File: config.mk
export PLATFORM = sky130hd
export DESIGN_NAME = ro_capture
export DESIGN_NICKNAME = d
export VERILOG_FILES = /design/src/rtl/ro_capture_pkg.sv /design/src/rtl/ro_capture_fifo.sv /design/src/rtl/ro_capture.sv
export SDC_FILE = /design/constraint.sdc
export NUM_CORES = 1
export LEC_CHECK = 0
export ABC_AREA = 1
export CORE_MARGIN = 2
export CORE_UTILIZATION = 54
export CTS_BUF_LIST = sky130_fd_sc_hd__clkbuf_4 sky130_fd_sc_hd__clkbuf_8
export DETAILED_ROUTE_END_ITERATION = 10
export PLACE_DENSITY = 0.74
export SLEW_MARGIN = 15
export SYNTH_ARGS = -nofsm -noshare
export SYNTH_HDL_FRONTEND = slang
export SYNTH_SLANG_ARGS = --single-unit
File: constraint.sdc
create_clock -name clk_master -period 17.8 [get_ports clk_master]
set_input_delay 5.34 -clock clk_master [delete_from_list [all_inputs] [get_ports clk_master]]
set_output_delay 5.34 -clock clk_master [all_outputs]
set_load 0.1 [all_outputs]
File: src/rtl/ro_capture_pkg.sv
// Shared types and helpers for the readout capture stage: packed capture word,
// one-hot decode result, FIFO occupancy states and the one-hot index function.
package ro_capture_pkg;

  localparam int RO_N_CH = 19;
  localparam int RO_CH_W = 5;

  typedef struct packed {
    logic [RO_CH_W-1:0] ch_idx;
    logic               pol;
    logic               eve;
  } ro_word_t;

  typedef struct packed {
    logic               valid;
    logic [RO_CH_W-1:0] idx;
  } onehot_t;

  typedef enum logic [1:0] {
    FIFO_EMPTY,
    FIFO_PARTIAL,
    FIFO_FULL
  } fifo_state_t;

  // valid is set only when exactly one bit of v is set; idx is that bit's position
  function automatic onehot_t onehot_idx(input logic [RO_N_CH-1:0] v);
    onehot_t     res;
    int unsigned n_set;
    res   = '0;
    n_set = 0;
    for (int i = 0; i < RO_N_CH; i++) begin
      if (v[i]) begin
        n_set   = n_set + 1;
        res.idx = RO_CH_W'(i);
      end
    end
    res.valid = (n_set == 1);
    return res;
  endfunction

endpackage

File: src/rtl/ro_capture_fifo.sv
// Single-clock capture FIFO with a registered head word that reads as zero when empty.
// The head register bypasses the incoming word when it lands in the head slot.
module ro_capture_fifo
  import ro_capture_pkg::*;
#(
  parameter int W     = 7,
  parameter int DEPTH = 8
) (
  input  logic         i_clk,
  input  logic         i_reset,
  input  logic         i_push,
  input  logic         i_pop,
  input  logic [W-1:0] i_din,
  output logic [W-1:0] o_dout,
  output logic         o_full,
  output logic         o_empty
);

  localparam int AW = $clog2(DEPTH);

  logic [W-1:0]  r_mem [DEPTH];
  logic [AW-1:0] r_wr_ptr;
  logic [AW-1:0] r_rd_ptr;
  logic [AW:0]   r_count;
  logic [W-1:0]  r_head;

  logic [AW-1:0] w_rd_ptr_next;
  logic [AW:0]   w_count_next;
  logic          w_push_ok;
  logic          w_pop_ok;
  fifo_state_t   w_state;

  always_comb begin
    w_state = FIFO_PARTIAL;
    if (r_count == '0) begin
      w_state = FIFO_EMPTY;
    end else if (r_count == (AW+1)'(DEPTH)) begin
      w_state = FIFO_FULL;
    end
  end

  assign o_empty = (w_state == FIFO_EMPTY);
  assign o_full  = (w_state == FIFO_FULL);

  // A push into a full FIFO is only accepted when a pop frees a slot on the same edge
  assign w_pop_ok      = i_pop & ~o_empty;
  assign w_push_ok     = i_push & (~o_full | w_pop_ok);
  assign w_rd_ptr_next = r_rd_ptr + AW'(w_pop_ok);
  assign w_count_next  = r_count + (AW+1)'(w_push_ok) - (AW+1)'(w_pop_ok);

  always_ff @(posedge i_clk) begin
    if (w_push_ok) begin
      r_mem[r_wr_ptr] <= i_din;
    end
  end

  always_ff @(posedge i_clk) begin
    if (i_reset) begin
      r_wr_ptr <= '0;
      r_rd_ptr <= '0;
      r_count  <= '0;
      r_head   <= '0;
    end else begin
      r_wr_ptr <= r_wr_ptr + AW'(w_push_ok);
      r_rd_ptr <= w_rd_ptr_next;
      r_count  <= w_count_next;
      if (w_count_next == '0) begin
        r_head <= '0;
      end else if (w_push_ok && (w_rd_ptr_next == r_wr_ptr)) begin
        r_head <= i_din;
      end else begin
        r_head <= r_mem[w_rd_ptr_next];
      end
    end
  end

  assign o_dout = r_head;

endmodule

File: src/rtl/ro_capture.sv
// Readout capture: attributes bus samples to the channel whose gray bit toggled and queues them.
// Optional macro RO_CAPTURE_SPARSE_EN discards all-zero slots instead of queueing them.
module ro_capture
  import ro_capture_pkg::*;
#(
  parameter int N_CH       = RO_N_CH,
  parameter int CH_W       = RO_CH_W,
  parameter int FIFO_DEPTH = 8,
  parameter int DROP_W     = 8
) (
  input  logic              clk_master,
  input  logic              reset,
  input  logic              enable,
  input  logic [N_CH-1:0]   gray_count,
  input  logic              bus_eve,
  input  logic              bus_pol_eve,
  output logic [CH_W+1:0]   out_data,
  output logic              out_valid,
  input  logic              out_ready,
  output logic [DROP_W-1:0] drop_count,
  output logic              slot_err
);

  logic [N_CH-1:0]   r_gray_q;
  logic              r_primed;
  logic              r_slot_err;
  logic [DROP_W-1:0] r_drop_cnt;

  logic [N_CH-1:0] w_delta;
  onehot_t         w_oh;
  logic            w_multi;
  logic            w_bus_nz;
  logic            w_push_req;
  logic            w_pop;
  logic            w_full;
  logic            w_empty;
  logic            w_drop;
  ro_word_t        w_word;
  ro_word_t        w_head;

  assign w_delta = gray_count ^ r_gray_q;
  assign w_oh    = onehot_idx(RO_N_CH'(w_delta));
  assign w_multi = (w_delta != '0) && !w_oh.valid;

`ifdef RO_CAPTURE_SPARSE_EN
  assign w_bus_nz = bus_eve | bus_pol_eve;
`else
  assign w_bus_nz = 1'b1;
`endif

  assign w_push_req = r_primed & enable & w_oh.valid & w_bus_nz;
  assign w_word     = {w_oh.idx + RO_CH_W'(1), bus_pol_eve, bus_eve};
  assign w_pop      = out_ready & ~w_empty;
  // A word is lost only when full and the consumer does not free a slot this edge
  assign w_drop     = w_push_req & w_full & ~w_pop;

  always_ff @(posedge clk_master) begin
    if (reset) begin
      r_gray_q   <= '0;
      r_primed   <= 1'b0;
      r_slot_err <= 1'b0;
      r_drop_cnt <= '0;
    end else begin
      r_gray_q <= gray_count;
      r_primed <= 1'b1;
      if (r_primed && w_multi) begin
        r_slot_err <= 1'b1;
      end
      if (w_drop && (r_drop_cnt != '1)) begin
        r_drop_cnt <= r_drop_cnt + DROP_W'(1);
      end
    end
  end

  ro_capture_fifo #(
    .W     ($bits(ro_word_t)),
    .DEPTH (FIFO_DEPTH)
  ) u_fifo (
    .i_clk   (clk_master),
    .i_reset (reset),
    .i_push  (w_push_req),
    .i_pop   (w_pop),
    .i_din   (w_word),
    .o_dout  (w_head),
    .o_full  (w_full),
    .o_empty (w_empty)
  );

  assign out_data   = (CH_W+2)'(w_head);
  assign out_valid  = ~w_empty;
  assign drop_count = r_drop_cnt;
  assign slot_err   = r_slot_err;

endmodule

==> flow_metrics.tcl, run 1 <==
set metrics [dict create \
    clk_pin_slew_worst_paths_ps 110 \
    crit_family "adder cells" \
    required_ps 18120 \
    clock_latency_ps 390 \
    start_kind "input port" \
    syn-cell-area_um2 6884 \
    syn_nets 1025 \
    finalPower_mw 1.022 \
    drive_gt1_share_pct 11.06 \
    cp_slowest_cell "a41oi_1" \
    grt_max_degree 38 \
    ys_seq_area_share_pct 37.80 \
    nets 1073 \
    yosys_most_used_dff "edfxtp_1" \
    place_hpwl_mm 10.64 \
    portBuffers 41 \
    p_per_area_nw_per_um2 132.3 \
    grt_pass1_vias 5573 \
    wl_mm 14.20 \
    end_kind "flop" \
    wl_per_cell_um 11.89 \
    ys_ff_latch 102 \
    postLayoutCoreUtil_pct 61.74 \
    cts_tree "done" \
    cpPeakStageDelay_ps 560 \
    peakVddDrop_mv 0.05437 \
    synth_cell_type_count 42 \
    async_reset_ff_share_pct 0 \
    cts_made_buffers 9 \
    vias_per_cell 5.054 \
    detail-route-antenna-nets 0 \
    drc 0 \
    cap_violations 0 \
    critPathBufInv 8 \
    htree_levels 3 \
    setup_viol 0 \
    yosys.area.top_type "edfxtp_1" \
    crit_type "in -> reg" \
    hold_class "reg -> reg" \
    ys_warn_count 0 \
    synthCells 969 \
    synth-edff-count 56 \
    path_max_fanout 7 \
    grt_first_pass_wirelength_mm 24.63 \
    status "finished clean" \
    fmax_ghz 0.06115 \
    antennaDiodeCount 0 \
    grt_usage_pct 22.55 \
    fin_cells 1194 \
    initial_core_util_pct 55.00 \
    fin_crit_sh_pct 91.88 \
    core_region_area_um2 12520 \
    maxSlewViolCount 0 \
    clock-sinks 102 \
    cts_setup_buffers 0 \
    postCtsHoldBufs 0 \
    vias 6034 \
    postSynthAreaPerCell_um2 7.104 \
    fp.dieH_um 116.9 \
    cellLeakagePower_nw 3.490 \
    relSlewSlack_pct 27.85 \
    overflow 0 \
    crit_top_cell "nand2_1" \
    die-area_um2 13670 \
    initialDrtViolationCount 384 \
    clockBufferDepth 2 \
    synth_area_leaders "edfxtp_1 (24%), nand2_1 (14%), dfxtp_1 (13%)" \
    critPathArrivalTime_ps 16670 \
    worst_pin_slew_ps 1071 \
    rsz0062_at_grt "false" \
    finalCriticalPeriod_ps 16350 \
    placed_cells 1178 \
    fin_skew_ps 14.30 \
    placementRows 41 \
    gp_congestion 0.8459 \
    firstDrtPassIters 5 \
    synth_top_area_share_pct 24.43 \
    dieWidth_um 116.9 \
    hold_viol_final 0 \
    ioPinCount 42 \
    antenna_found_initial 0 \
    syn_to_final_growth_pct 12.25 \
    fin_tns_setup_ps 0 \
    ctsResizeCount 0 \
    cts-root-buf "clkbuf_8" \
]
## cell usage in the layout, fill, tap and decap left out, types with 6 or more instances in the layout
cell / n
o21ai_0: 41
buf_4: 10
inv_1: 130
clkdlybuf4s50_1: 41
o22ai_1: 11
edfxtp_1: 56
nor2_1: 131
a21oi_1: 16
inv_2: 11
nor3_1: 12
nand3_2: 19
clkbuf_8: 9
dfxtp_1: 46
nand3_1: 80
ha_1: 30
nand3b_1: 15
or2_2: 15
nand2_2: 34
nand2_1: 252
xnor2_1: 8
nand4_1: 6
## cells by family (layout without fill, tap and decap cells)
group                    after synthesis  count (layout)  synth area share (%)
AND/OR/NAND/NOR                      576             576                 38.42
buffers and inverters                156             209                 8.615
flip-flops                           102             102                 37.80
AO/OA/AOI/OAI                         91              91                 7.652
adder cells (fa/ha/maj)               31              31                 5.743
XOR/XNOR                              13              13                 1.763
## flip-flops by register name, indices dropped and copies added, names as in the netlist
signal / flops
r_gray_q: 19
u_fifo.r_wr_ptr: 3
u_fifo.o_dout: 7
u_fifo.r_count: 4
slot_err: 1
u_fifo.r_rd_ptr: 3
drop_count: 8
r_primed: 1
u_fifo.r_mem: 56
## power by group
part	switching, mW	total [mW]	internal [mW]	leakage (nW)
Clock	0.0871	0.155	0.0682	0.102
Sequential	0.00656	0.274	0.267	0.890
Combinational	0.403	0.593	0.190	2.50
Total	0.496	1.02	0.526	3.49
## metrics by stage
step	setup WS [ps]	hold slack, ps	instance area, um2
detailed placement	1075	449.9	7525
finish	1446	460.8	7727
CTS	1458	466.4	7727
global route	418.1	511.2	7727
floorplan	2489	476.8	6884
global placement	1395	443.9	7525
## synth_stat cells, types with 4 or more instances
cell and n:
nand3b_1 15, xnor2_1 8, nor3_1 12, inv_2 11, a21oi_1 16, nor2_2 4
or2_2 15, nand2_2 34, o21ai_1 5, ha_1 30, o221ai_1 5, inv_1 130
clkbuf_1 13, o22ai_1 11, nor2_1 131, o21ai_0 41, nand2_1 252, nand4_1 6
edfxtp_1 56, xor2_1 4, dfxtp_1 46, nand3_1 80, nand3_2 19
## layout make-up
class	count	area, um2
tap	172	215.2
inverter	142	533.0
clock buffer	10	131.4
timing repair buffer	51	485.5
multi-input combinational	711	3689
clock inverter	6	71.32
sequential	102	2603
fill	1180	4790
## layer usage
metal | wire (um) | vias up | part of all wire, % | GRT usage (%)
met5 | 0 | - | 0 | 0
met4 | 285 | 0 | 2.0 | 7.922
met3 | 343 | 19 | 2.4 | 2.060
met2 | 6853 | 92 | 48 | 40.46
met1 | 6717 | 2684 | 47 | 28.47
li1 | - | 3239 | - | -
## worst paths after layout
path,startpoint,to,depth (start not counted),slack (ps)
max reg2reg,r_gray_q[1],u_fifo.o_dout[5],72,6530
max,gray_count[1],u_fifo.o_dout[5],73,1450
min reg2reg,slot_err,slot_err,2,460
min,slot_err,slot_err,2,460
## worst reg2reg max path, delay by kind of cell, from the launching register on
family	cells	cell delay [ps]
AO/OA/AOI/OAI	3	790
XOR/XNOR	2	460
adder cells (fa/ha/maj)	19	5180
buffers and inverters	7	440
flip-flops	1	320
AND/OR/NAND/NOR	41	4000
No activity file was read; power rests on OpenSTA's default activity.
==> run 2: changes to the inputs <==
--- a/config.mk
+++ b/config.mk
@@ -9,8 +9,10 @@
 export CORE_MARGIN = 2
 export CORE_UTILIZATION = 54
 export CTS_BUF_LIST = sky130_fd_sc_hd__clkbuf_4 sky130_fd_sc_hd__clkbuf_8
+export CTS_CLUSTER_SIZE = 24
 export DETAILED_ROUTE_END_ITERATION = 10
 export PLACE_DENSITY = 0.74
+export SETUP_SLACK_MARGIN = 0.2
 export SLEW_MARGIN = 15
 export SYNTH_ARGS = -nofsm -noshare
 export SYNTH_HDL_FRONTEND = slang
==> results of run 2 <==
Same layout as run 1: the final DEF is identical, and so are final timing and power.
==> run 3: changes to the inputs <==
--- a/config.mk
+++ b/config.mk
@@ -6,14 +6,17 @@
 export NUM_CORES = 1
 export LEC_CHECK = 0
 export ABC_AREA = 1
+export CAP_MARGIN = 20
 export CORE_MARGIN = 2
 export CORE_UTILIZATION = 54
 export CTS_BUF_LIST = sky130_fd_sc_hd__clkbuf_4 sky130_fd_sc_hd__clkbuf_8
 export CTS_CLUSTER_SIZE = 24
 export DETAILED_ROUTE_END_ITERATION = 10
-export PLACE_DENSITY = 0.74
+export PLACE_DENSITY = 0.73
 export SETUP_SLACK_MARGIN = 0.2
 export SLEW_MARGIN = 15
 export SYNTH_ARGS = -nofsm -noshare
 export SYNTH_HDL_FRONTEND = slang
+export SYNTH_HIERARCHICAL = 1
 export SYNTH_SLANG_ARGS = --single-unit
+export TNS_END_PERCENT = 10
==> flow_metrics.tcl, run 3 <==
set metrics [dict create \
    status "finished clean" \
    drive_gt1_share_pct 13.38 \
    top_register "u_fifo/r_mem" \
    antenna_found_initial 0 \
    largest_reg_flops 56 \
    core_region_area_um2 13190 \
    critPathArrivalTime_ps 16670 \
    fin_crit_sh_pct 92.07 \
    synth_area_leaders "edfxtp_1 (23%), nand2_1 (16%), dfxtp_1 (13%)" \
    ys_warn_count 6 \
    ctsResizeCount 0 \
    clockBufferDepth 2 \
    grt_max_degree 38 \
    relSlewSlack_pct 34.17 \
    start_kind "input port" \
    final_common_cell "nand2_1" \
    cts-root-buf "clkbuf_8" \
    yosys.area.top_type "edfxtp_1" \
    cp_slowest_cell "clkdlybuf4s50_1" \
    end_kind "flop" \
    gp_congestion 0.8638 \
    cts_setup_buffers 0 \
    vias_per_cell 4.845 \
    p_per_area_nw_per_um2 133.4 \
    nets 1134 \
    peakVddDrop_mv 0.05619 \
    wl_mm 14.10 \
    initial_core_util_pct 55.28 \
    worstReg2RegStart "r_gray_q[1]" \
    required_ps 18080 \
    crit_top_cell "nand2_1" \
    firstDrtPassIters 5 \
    p_sw_share_pct 49.97 \
    antennaDiodeCount 0 \
    fin_tns_setup_ps 0 \
    p_sw_mw 0.5345 \
    clock_latency_ps 380 \
    vias 6105 \
    synth_common_cells "nand2_1 (313), inv_1 (158), nor2_1 (112)" \
    fin_skew_ps 8.985 \
    seqPwrFrac_pct 25.7 \
    path_max_fanout 11 \
    place_hpwl_mm 10.64 \
    rsz0062_at_grt "false" \
    cts_tree "done" \
    mostFrequentLayoutCells "nand2_1 (313), inv_1 (158), nor2_1 (112)" \
    ys_seq_area_share_pct 35.69 \
    fin_cells 1260 \
    die-area_um2 14450 \
    synth_top_area_share_pct 23.06 \
    dieWidth_um 120.2 \
    syn-cell-area_um2 7292 \
    worst_slack_ps 1412 \
    fin_area_um2 8019 \
    ff2ff_path_depth 72 \
    combPwrFrac_pct 61.0 \
    ioPinCount 42 \
    fp.dieH_um 120.2 \
    hold_class "reg -> reg" \
    clk_pin_slew_worst_paths_ps 100 \
    finalCriticalPeriod_ps 16390 \
    whs_path_depth 2 \
    grt_pass1_vias 5748 \
    min_to "slot_err" \
    initialDrtViolationCount 288 \
    regToRegSetupSlack_ps 6500 \
    htree_levels 3 \
    yosys_most_used_dff "edfxtp_1" \
    ys_ff_latch 102 \
    placed_cells 1244 \
    hold_viol_final 0 \
    cpPeakStageDelay_ps 490 \
    cap_violations 0 \
    clock-sinks 102 \
    postCtsHoldBufs 0 \
    portBuffers 41 \
    cellLeakagePower_nw 3.850 \
    r2r-end "u_fifo/o_dout[6]" \
    synth-edff-count 56 \
    hp-start "slot_err" \
    cts_made_buffers 9 \
    synth_cell_type_count 42 \
    overflow 0 \
    clockPowerShare_pct 13.2 \
    syn_to_final_growth_pct 9.969 \
    maxSlewViolCount 0 \
    fmax_ghz 0.06102 \
    placed_cell_area_um2 7833 \
    postSynthAreaPerCell_um2 7.018 \
    wl_per_cell_um 11.19 \
    worst_pin_slew_ps 984.4 \
    placementRows 42 \
    p_int_mw 0.5351 \
    grt_usage_pct 20.78 \
    dpl_worst_slack_ps 1016 \
    drc 0 \
    async_reset_ff_share_pct 0 \
    crit_type "in -> reg" \
    setup_viol 0 \
    grt_first_pass_wirelength_mm 24.67 \
    finalPower_mw 1.070 \
    yosysMostFrequentCell "nand2_1" \
    synthCells 1039 \
    detail-route-antenna-nets 0 \
    syn_nets 1094 \
]
## run 3: worst max-delay path by stage
stage / cells after the start / start / end / slack, ps
6_report: 73 / gray_count[1] / u_fifo/o_dout[6] / 1410
3_5_place_dp: 73 / gray_count[1] / u_fifo/o_dout[5] / 1020
5_1_grt: 73 / gray_count[1] / u_fifo/o_dout[3] / 450
2_1_floorplan: 73 / gray_count[1] / u_fifo/o_dout[0] / 2340
3_3_place_gp: 73 / gray_count[1] / u_fifo/o_dout[5] / 1330
4_1_cts: 73 / gray_count[1] / u_fifo/o_dout[5] / 1420
## run 3: per-layer routing
layer	vias to the layer above	global-route usage, %	wire length, um
li1	3328	-	-
met1	2705	27.20	7034
met2	60	35.97	6617
met3	12	2.453	256
met4	0	6.471	193
met5	-	0	0
## run 3: power by group through the flow
stage,Sequential (mW),Combinational [mW],Clock [mW]
after global placement,0.280,0.642,0
final,0.275,0.653,0.142
after detailed placement,0.281,0.653,0
after global routing,0.277,0.744,0.155
after CTS,0.275,0.656,0.146
after floorplan,0.329,0.515,0
## run 3: stage by stage
step                util (%)  hold WS [ps]
floorplan                  -         455.9
global placement       59.38         438.9
detailed placement     59.38         442.0
CTS                    60.79         456.4
global route           60.79         472.6
finish                 60.79         452.7
## run 3: kinds of logic (layout without fill, tap and decap cells)
| logic type | after synthesis | in the layout | synth area share (%) |
|---|---|---|---|
| AOI/OAI and AO/OA | 28 | 28 | 2.145 |
| xor gates and xnor gates | 16 | 16 | 2.231 |
| adders and majority gates | 30 | 30 | 5.251 |
| buffers and inverters | 195 | 240 | 10.79 |
| DFF | 102 | 102 | 35.69 |
| and+or+nand+nor | 668 | 668 | 43.89 |
## run 3: area by class of cell
cell class              count  area (um2)
clock buffers              11       145.1
clock inverters             5       41.29
fillers                  1227        5171
inverters                 181       681.9
multi-input cells         742        3902
flip-flops and latches    102        2603
well taps                 176       220.2
repair buffers             43       425.4
## run 3: worst max-delay path, delay by kind of cell
kind                       cells  cell delay [ps]
buffers and inverters          6              850
and+or+nand+nor               42             4180
AOI/OAI and AO/OA              3              390
xor gates and xnor gates       3              500
adders and majority gates     19             5400
==> patch, RTL diff (settings of run 2) <==
Build with the macro `RO_CAPTURE_SPARSE_EN` defined.
--- a/src/rtl/ro_capture.sv
+++ b/src/rtl/ro_capture.sv
@@ -1,5 +1,7 @@
 // Readout capture: attributes bus samples to the channel whose gray bit toggled and queues them.
 // Optional macro RO_CAPTURE_SPARSE_EN discards all-zero slots instead of queueing them.
+`define RO_CAPTURE_SPARSE_EN
+
 module ro_capture
   import ro_capture_pkg::*;
 #(
Function: changed (Yosys sat finds a counterexample within 4 cycles, from zero or initial values and one cycle with reset high).
==> patch against run 2 <==
Worst setup slack improved by 60 ps; maximum frequency grew 0.37%; die area is 1.5% higher; sequential cell count stayed put; clock skew is 4.0 ps higher; routed wire length is 2.0% higher; area after synthesis is 1.5% higher; count of clock-buffer cells in the layout is 1 lower; non-clock buffer count is 3 lower; via count down 1.1%; first-iteration DRC count down 27%; final area rose by 1.2%; power increased by 1.4%; critical endpoint is now u_fifo.o_dout[0]$_SDFF_PP0_; largest cell class unchanged; highest routed layer unchanged.
==> patch: results <==
[synth]
synth_fa_ha_area_frac = 0.0566
netlist_top_cells_count = "215 x nand2_1, 134 x inv_1, 131 x nor2_1"
synth_edf_count = 56
synth.distinct_cells = 43
yosys-top-cells-area = "edfxtp_1 24%, dfxtp_1 13%, nand2_1 12%"
synth_mux_area_frac = 0
synthCells = 957
synth_xor_area_frac = 0.0199
synth-compound-area-share = 0.0705
ys_seq_area_frac = 0.372
synth_nets = 1013

[global_route]
antenna_found_initial = 0
grt_pass1_vias = 5389
grt_usage = 0.212
grt_pass1_wl_um = 24500

[layout]
drive_gt1_frac = 0.146
nets = 1056
fin_cells = 1177

[drt]
num_vias = 5969
wl_per_cell_um = 12.3
first_iter_violations = 281

[clock_tree]
postCtsSetupBuffers = 0

[sta]
fin_hold_ws_ps = 495
finClkSkew_ps = 18.3
max_slew_margin = 0.209

[placement]
post-place-ws_ps = 1100
placed_area_sq_um = 7600
place.gp.congestion = 0.890
io_buffers = 41
dp_hpwl_um = 10800

[power_and_ir_drop]
peakVddDrop_uv = 66.1
p_leak_nw = 3.55

[setup_path]
rrSetupSlack_ps = 6590
rr_worst_depth = 67
worstReg2RegEnd = "u_fifo.o_dout[0]$_SDFF_PP0_"
cpPeakStageDelay_ps = 650

[status]
status = "finished, final reports clean"
-- patch: cell types whose count changed in the layout (fill, tap and decap cells not counted), sizes merged, moves of 2 or more --
cell,before,now
nand4,7,10
o22ai,11,9
nand2,286,268
buf,10,7
nor2,137,142
a32o,2,0
nand3b,15,10
o221ai,5,7
xor2,5,7
a21oi,16,11
inv,143,146
a31oi,2,4
nand3,99,103
-- patch: kinds of logic after synthesis --
| kind of cell | Yosys count |
|---|---|
| xor gates and xnor gates | 15 |
| adders and majority gates | 31 |
| and+or+nand+nor | 564 |
| DFF | 102 |
| AOI/OAI and AO/OA | 85 |
| buffers and inverters | 160 |
-- patch: power by group --
| part | internal [mW] | switching (mW) | leakage, nW | total, mW |
|---|---|---|---|---|
| Clock | 0.0698 | 0.0926 | 0.111 | 0.162 |
| Sequential | 0.267 | 0.00733 | 0.890 | 0.274 |
| Combinational | 0.193 | 0.407 | 2.54 | 0.600 |
-- patch: cell type report --
cell class / count / area, sq um
inverter: 144 / 541
multi-input combinational: 695 / 3780
fill: 1174 / 4800
tap: 172 / 215
sequential: 102 / 2600
clock buffer: 9 / 124
timing repair buffer: 48 / 463
clock inverter: 7 / 95.1
-- patch: metal layers --
metal,routed length (um),global-route usage,part of all wire,vias to the layer above
met5,0,0,0,-
met4,138,0.0437,0.0095,0
met3,580,0.0344,0.040,12
met2,6730,0.353,0.46,103
met1,7030,0.292,0.49,2678
li1,-,-,-,3176
-- patch: how the worst max path moves through the flow --
| stage | from | to | slack [ps] |
|---|---|---|---|
| after global routing | gray_count[1] | u_fifo.o_dout[5]$_SDFF_PP0_ | 570 |
| final | gray_count[1] | u_fifo.o_dout[0]$_SDFF_PP0_ | 1510 |
| after floorplan | gray_count[1] | u_fifo.o_dout[0]$_SDFF_PP0_ | 2520 |
| after detailed placement | gray_count[1] | u_fifo.o_dout[0]$_SDFF_PP0_ | 1100 |
| after global placement | gray_count[1] | u_fifo.o_dout[0]$_SDFF_PP0_ | 1310 |
| after CTS | gray_count[1] | u_fifo.o_dout[0]$_SDFF_PP0_ | 1460 |
-- patch: critical path: cells and delay by family --
| family | cells | cell delay [ps] |
|---|---|---|
| adder cells (fa/ha/maj) | 19 | 5260 |
| AND/OR/NAND/NOR | 38 | 3670 |
| AO/OA/AOI/OAI | 4 | 1230 |
| buffers and inverters | 5 | 760 |
| XOR/XNOR | 2 | 310 |
